`src/rtl/freq_meter.sv`:
```
// Gated frequency counter: counts synchronised rising edges of sig_in over GATE_CYCLES clocks.
// Optional period measurement between edges is enabled by defining FREQ_METER_PERIOD_EN.
module freq_meter #(
  parameter int unsigned GATE_CYCLES = 50_000_000,
  parameter int unsigned CNT_WIDTH   = 32,
  parameter int unsigned SYNC_STAGES = 2
) (
  input  logic                 clk,
  input  logic                 rst_n,
  input  logic                 sig_in,
  input  logic                 en,
  output logic [CNT_WIDTH-1:0] count,
  output logic                 overflow,
  output logic                 valid
`ifdef FREQ_METER_PERIOD_EN
  ,
  output logic [CNT_WIDTH-1:0] period,
  output logic                 period_valid
`endif
);

  localparam int GW =
    (GATE_CYCLES > 2) ? $clog2(GATE_CYCLES) : 1;
  localparam logic [GW-1:0] GATE_LAST =
    GW'(GATE_CYCLES - 1);
  localparam logic [CNT_WIDTH-1:0] CNT_MAX = '1;

  typedef enum logic {
    IDLE,
    GATE
  } state_t;

  logic [SYNC_STAGES-1:0] sync_q;
  logic                   hist_q;
  logic                   rise;

  state_t                 state_q;
  state_t                 state_d;
  logic                   gate_end;

  logic [GW-1:0]          gate_q;
  logic [GW-1:0]          gate_d;
  logic [CNT_WIDTH-1:0]   ecnt_q;
  logic [CNT_WIDTH-1:0]   ecnt_d;
  logic                   sticky_q;
  logic                   sticky_d;

  logic                   ecnt_sat;
  logic                   ecnt_inc;
  logic                   ovf_hit;
  logic [CNT_WIDTH-1:0]   ecnt_next;

  always_ff @(posedge clk) begin
    if (!rst_n) begin
      sync_q <= '0;
      hist_q <= 1'b0;
    end else begin
      sync_q <= {sync_q[SYNC_STAGES-2:0], sig_in};
      hist_q <= sync_q[SYNC_STAGES-1];
    end
  end

  assign rise = sync_q[SYNC_STAGES-1] & ~hist_q;

  assign ecnt_sat  = (ecnt_q == CNT_MAX);
  assign ecnt_inc  = rise & ~ecnt_sat;
  assign ovf_hit   = rise & ecnt_sat;
  assign ecnt_next = ecnt_q + CNT_WIDTH'(ecnt_inc);

  always_ff @(posedge clk) begin
    if (!rst_n) begin
      state_q <= IDLE;
    end else begin
      state_q <= state_d;
    end
  end

  // Gate end wins over a simultaneous en drop, so a
  // fully elapsed gate is always published.
  always_comb begin
    state_d  = state_q;
    gate_end = 1'b0;
    case (state_q)
      IDLE: begin
        if (en) state_d = GATE;
      end
      GATE: begin
        if (gate_q == GATE_LAST) begin
          gate_end = 1'b1;
          if (!en) state_d = IDLE;
        end else if (!en) begin
          state_d = IDLE;
        end
      end
      default: state_d = IDLE;
    endcase
  end

  always_comb begin
    gate_d   = '0;
    ecnt_d   = '0;
    sticky_d = 1'b0;
    if (state_q == GATE && en && !gate_end) begin
      gate_d   = gate_q + GW'(1);
      ecnt_d   = ecnt_next;
      sticky_d = sticky_q | ovf_hit;
    end
  end

  always_ff @(posedge clk) begin
    if (!rst_n) begin
      gate_q   <= '0;
      ecnt_q   <= '0;
      sticky_q <= 1'b0;
    end else begin
      gate_q   <= gate_d;
      ecnt_q   <= ecnt_d;
      sticky_q <= sticky_d;
    end
  end

  always_ff @(posedge clk) begin
    if (!rst_n) begin
      count    <= '0;
      overflow <= 1'b0;
      valid    <= 1'b0;
    end else begin
      valid <= gate_end;
      if (gate_end) begin
        count    <= ecnt_next;
        overflow <= sticky_q | ovf_hit;
      end
    end
  end

`ifdef FREQ_METER_PERIOD_EN
  logic [CNT_WIDTH-1:0] pcnt_q;
  logic                 armed_q;

  // First edge after en rises only arms; later edges
  // publish the gap and restart the count at 1.
  always_ff @(posedge clk) begin
    if (!rst_n) begin
      pcnt_q       <= '0;
      armed_q      <= 1'b0;
      period       <= '0;
      period_valid <= 1'b0;
    end else if (!en) begin
      pcnt_q       <= '0;
      armed_q      <= 1'b0;
      period_valid <= 1'b0;
    end else begin
      period_valid <= rise & armed_q;
      if (rise) begin
        if (armed_q) period <= pcnt_q;
        pcnt_q  <= CNT_WIDTH'(1);
        armed_q <= 1'b1;
      end else if (pcnt_q != CNT_MAX) begin
        pcnt_q <= pcnt_q + CNT_WIDTH'(1);
      end
    end
  end
`endif

endmodule

```
`config.mk`:
```
export PLATFORM = sky130hd
export DESIGN_NAME = freq_meter
export DESIGN_NICKNAME = d
export VERILOG_FILES = /design/src/rtl/freq_meter.sv
export SDC_FILE = /design/constraint.sdc
export NUM_CORES = 1
export LEC_CHECK = 0
export CAP_MARGIN = 20
export CORE_MARGIN = 8
export CORE_UTILIZATION = 50
export CTS_CLUSTER_DIAMETER = 50
export DETAILED_ROUTE_END_ITERATION = 7
export HOLD_SLACK_MARGIN = 0.08
export PLACE_DENSITY = 0.71
export SYNTH_ARGS = -nofsm -noshare
export SYNTH_HDL_FRONTEND = slang
export SYNTH_SLANG_ARGS = --single-unit
```
`constraint.sdc`:
```
create_clock -name clk -period 3.27 [get_ports clk]
set_input_delay 0.8175 -clock clk [delete_from_list [all_inputs] [get_ports clk]]
set_output_delay 0.8175 -clock clk [all_outputs]
set_load 0.05 [all_outputs]
```
==> reports/results.ini <==
[place]
dp_hpwl_um = 5709
placed_cell_area_um2 = 4492
routabilityCongestion = 0.8221
port_buffers = 37

[clocking]
postCtsHoldBufs = 0
clock_path_buffers = 2
cts_resized = 0
cts_tree = built
clk_pin_slew_ns = 0.10
root_buffer = clkbuf_8
numCtsBuffers = 9
postCtsSetupBuffers = 0
clk_latency_ns = 0.36
htree_num_levels = 3
clock_sinks = 97

[timing]
finalClockSkew_ns = 0.009111
rsz0062_at_grt = no
min_period_ns = 2.828
final-setup-viol-count = 0
hold_viol = 0
finalSetupTns_ns = 0
fmax_ghz = 0.3537
fin_crit_sh_pct = 86.47
finalMaxSlewViolations = 0
tightest_slew_ns = 0.7111
slew_headroom_pct = 52.20

[worst_setup_path]
slowest_delay_ns = 0.61
worstSetupStartpointType = flip-flop
crit_type = flip-flop to flip-flop
cp_max_fo = 10
reg2reg_slack_ns = 0.44
crit_required_ns = 3.52
crit_arrival_ns = 3.08
end_kind = flip-flop
slowest_stage = or4_4
path_cells = nand4_2, or4_4, nor2_1, nor2_1, ha_1, ha_1, nand2_1, or4_1, nor3_1, xnor2_1, a21oi_1

[die]
die_width_um = 105.9
rows = 32
die_y_um = 105.9
core_area_um2 = 7767
ioPinCount = 38
start_util_pct = 52.01
die_area_um2 = 11210

[synth]
synth_edf_count = 0
async_reset_ff_share_pct = 0
synthMuxAreaShare_pct = 0.4955
synthSimpleGateAreaFrac_pct = 25.70
yosys.area.top_type = dfxtp_1
synthTopCellsByArea = dfxtp_1 48%, nor2_1 8.1%, xnor2_1 5.9%
synthXorXnorAreaFrac_pct = 11.27
netlist_area_um2 = 4040
synth_top_area_share_pct = 48.06
synthAdderAreaFrac_pct = 1.239
syn-instance-count = 442
seq_area_frac_synth_pct = 48.06
syn-num-nets = 450
synth-compound-area-share_pct = 9.322
ys_ff_latch = 97
syn_avg_cell_area_um2 = 9.141
synth_cell_types = 38
synth_ff_type = dfxtp_1
synth_top_family_by_area = simple AND/OR/NAND/NOR gates
yosysWarnings = 0

[cells_and_area]
area_growth_pct = 16.32
drive_above_1_share_pct = 10.58
nNetsFinal = 485
final_common_cell = dfxtp_1
n_antenna_cell = 0
finalInstanceArea_um2 = 4700
fillers = 672
final_cell_mix = 97 x dfxtp_1, 87 x nor2_1, 37 x clkdlybuf4s50_1, 27 x xnor2_1, 25 x xor2_1

[pwr]
p_leak_uw = 0.001517
max-vdd-ir-drop_mv = 0.1911
cellPowerDensity_nw_per_um2 = 428.2

[run]
cap_violations = 0

[drt]
postRouteAntennaNets = 0
drtIter0Drc = 114
firstDrtPassIters = 4
via_per_inst = 5.430
vias = 3171
wl_um = 8270
post_drt_wl_per_cell_um = 14.16
drc_errors = 0

[run_status]
outcome = complete, no violations

[grt]
grt.total_usage_pct = 15.41
antenna_found_initial = 0
grt_pass1_wl_um = 14430
gr-total-overflow = 0
grt_pass1_vias = 3035
grt_max_degree = 34

[hold_path]
hold_path.class = flip-flop to flip-flop

critical path: cells and delay by family (launching register included):
family / cells / cell delay [ns]
AO/OA/AOI/OAI: 1 / 0.09
flip-flops: 1 / 0.44
XOR/XNOR: 1 / 0.22
AND/OR/NAND/NOR: 7 / 1.57
adder cells (fa/ha/maj): 2 / 0.40
logic make-up (layout without fill, tap and decap cells):
family,count (synthesis),after routing
buf+inv,32,72
fa+ha+maj,4,4
xor+xnor,52,52
compound gates,57,57
mux,2,2
simple gates,198,198
flops,97,97
final timing paths:
path / start / cells past startpoint / endpoint
setup / recovery: ecnt_q[15] / 11 / count[16]
hold / removal: gate_q[0] / 1 / gate_q[0]
setup reg to reg: ecnt_q[15] / 11 / count[16]
hold reg to reg: gate_q[0] / 1 / gate_q[0]
layout make-up:
type / instances / area [um2] / area share, %
Tap cell: 102 / 127.6 / 2.716
Sequential cell: 97 / 1942 / 41.32
Multi-Input combinational cell: 313 / 1954 / 41.59
Timing Repair Buffer: 44 / 422.9 / 8.999
Inverter: 12 / 45.04 / 0.9585
Clock buffer: 9 / 123.9 / 2.636
Clock inverter: 7 / 83.83 / 1.784
registers in the layout, summed over array words and instances, names as in the netlist:
register and cells:
sticky_q 1, state_q 1, overflow 1, valid 1, count 32, gate_q 26
ecnt_q 32, sync_q 2, hist_q 1
routing by layer:
| layer | track usage, % | wire length [um] | vias to the layer above |
|---|---|---|---|
| met5 | 0 | 0 | - |
| met1 | 20.36 | 3948 | 1510 |
| li1 | - | - | 1579 |
| met3 | 4.348 | 560 | 6 |
| met4 | 4.824 | 74 | 0 |
| met2 | 23.77 | 3686 | 76 |
power by group:
group	internal (uW)	switching [uW]
registers	1180	1.42
clock network	368	435
logic	7.93	17.2
through the flow:
stage	total power, uW	hold slack (ns)	instances	setup slack (ns)	utilization [%]
after floorplan	1227	0.4119	442	0.7926	-
after global placement	1237	0.4311	568	0.5371	57.83
after detailed placement	1237	0.4315	568	0.4791	57.83
after CTS	2038	0.4539	584	0.4353	60.50
after global routing	2091	0.4664	584	0.1848	60.50
final	2012	0.4509	584	0.4424	60.50
synthesized netlist by cell type (all sizes together), types with 3 or more instances:
library cell	number
clkbuf	5
or3	3
o21ai	22
nor2	87
nand2	16
and3	10
a21oi	22
or4	4
and2	5
xor2	25
inv	12
xnor2	27
ha	4
nand3	24
a211oi	11
buf	15
nand4	16
or2	3
nor4	6
nor4b	3
nor3	14
dfxtp	97
Note: power is estimated with default switching activity, not from simulation.
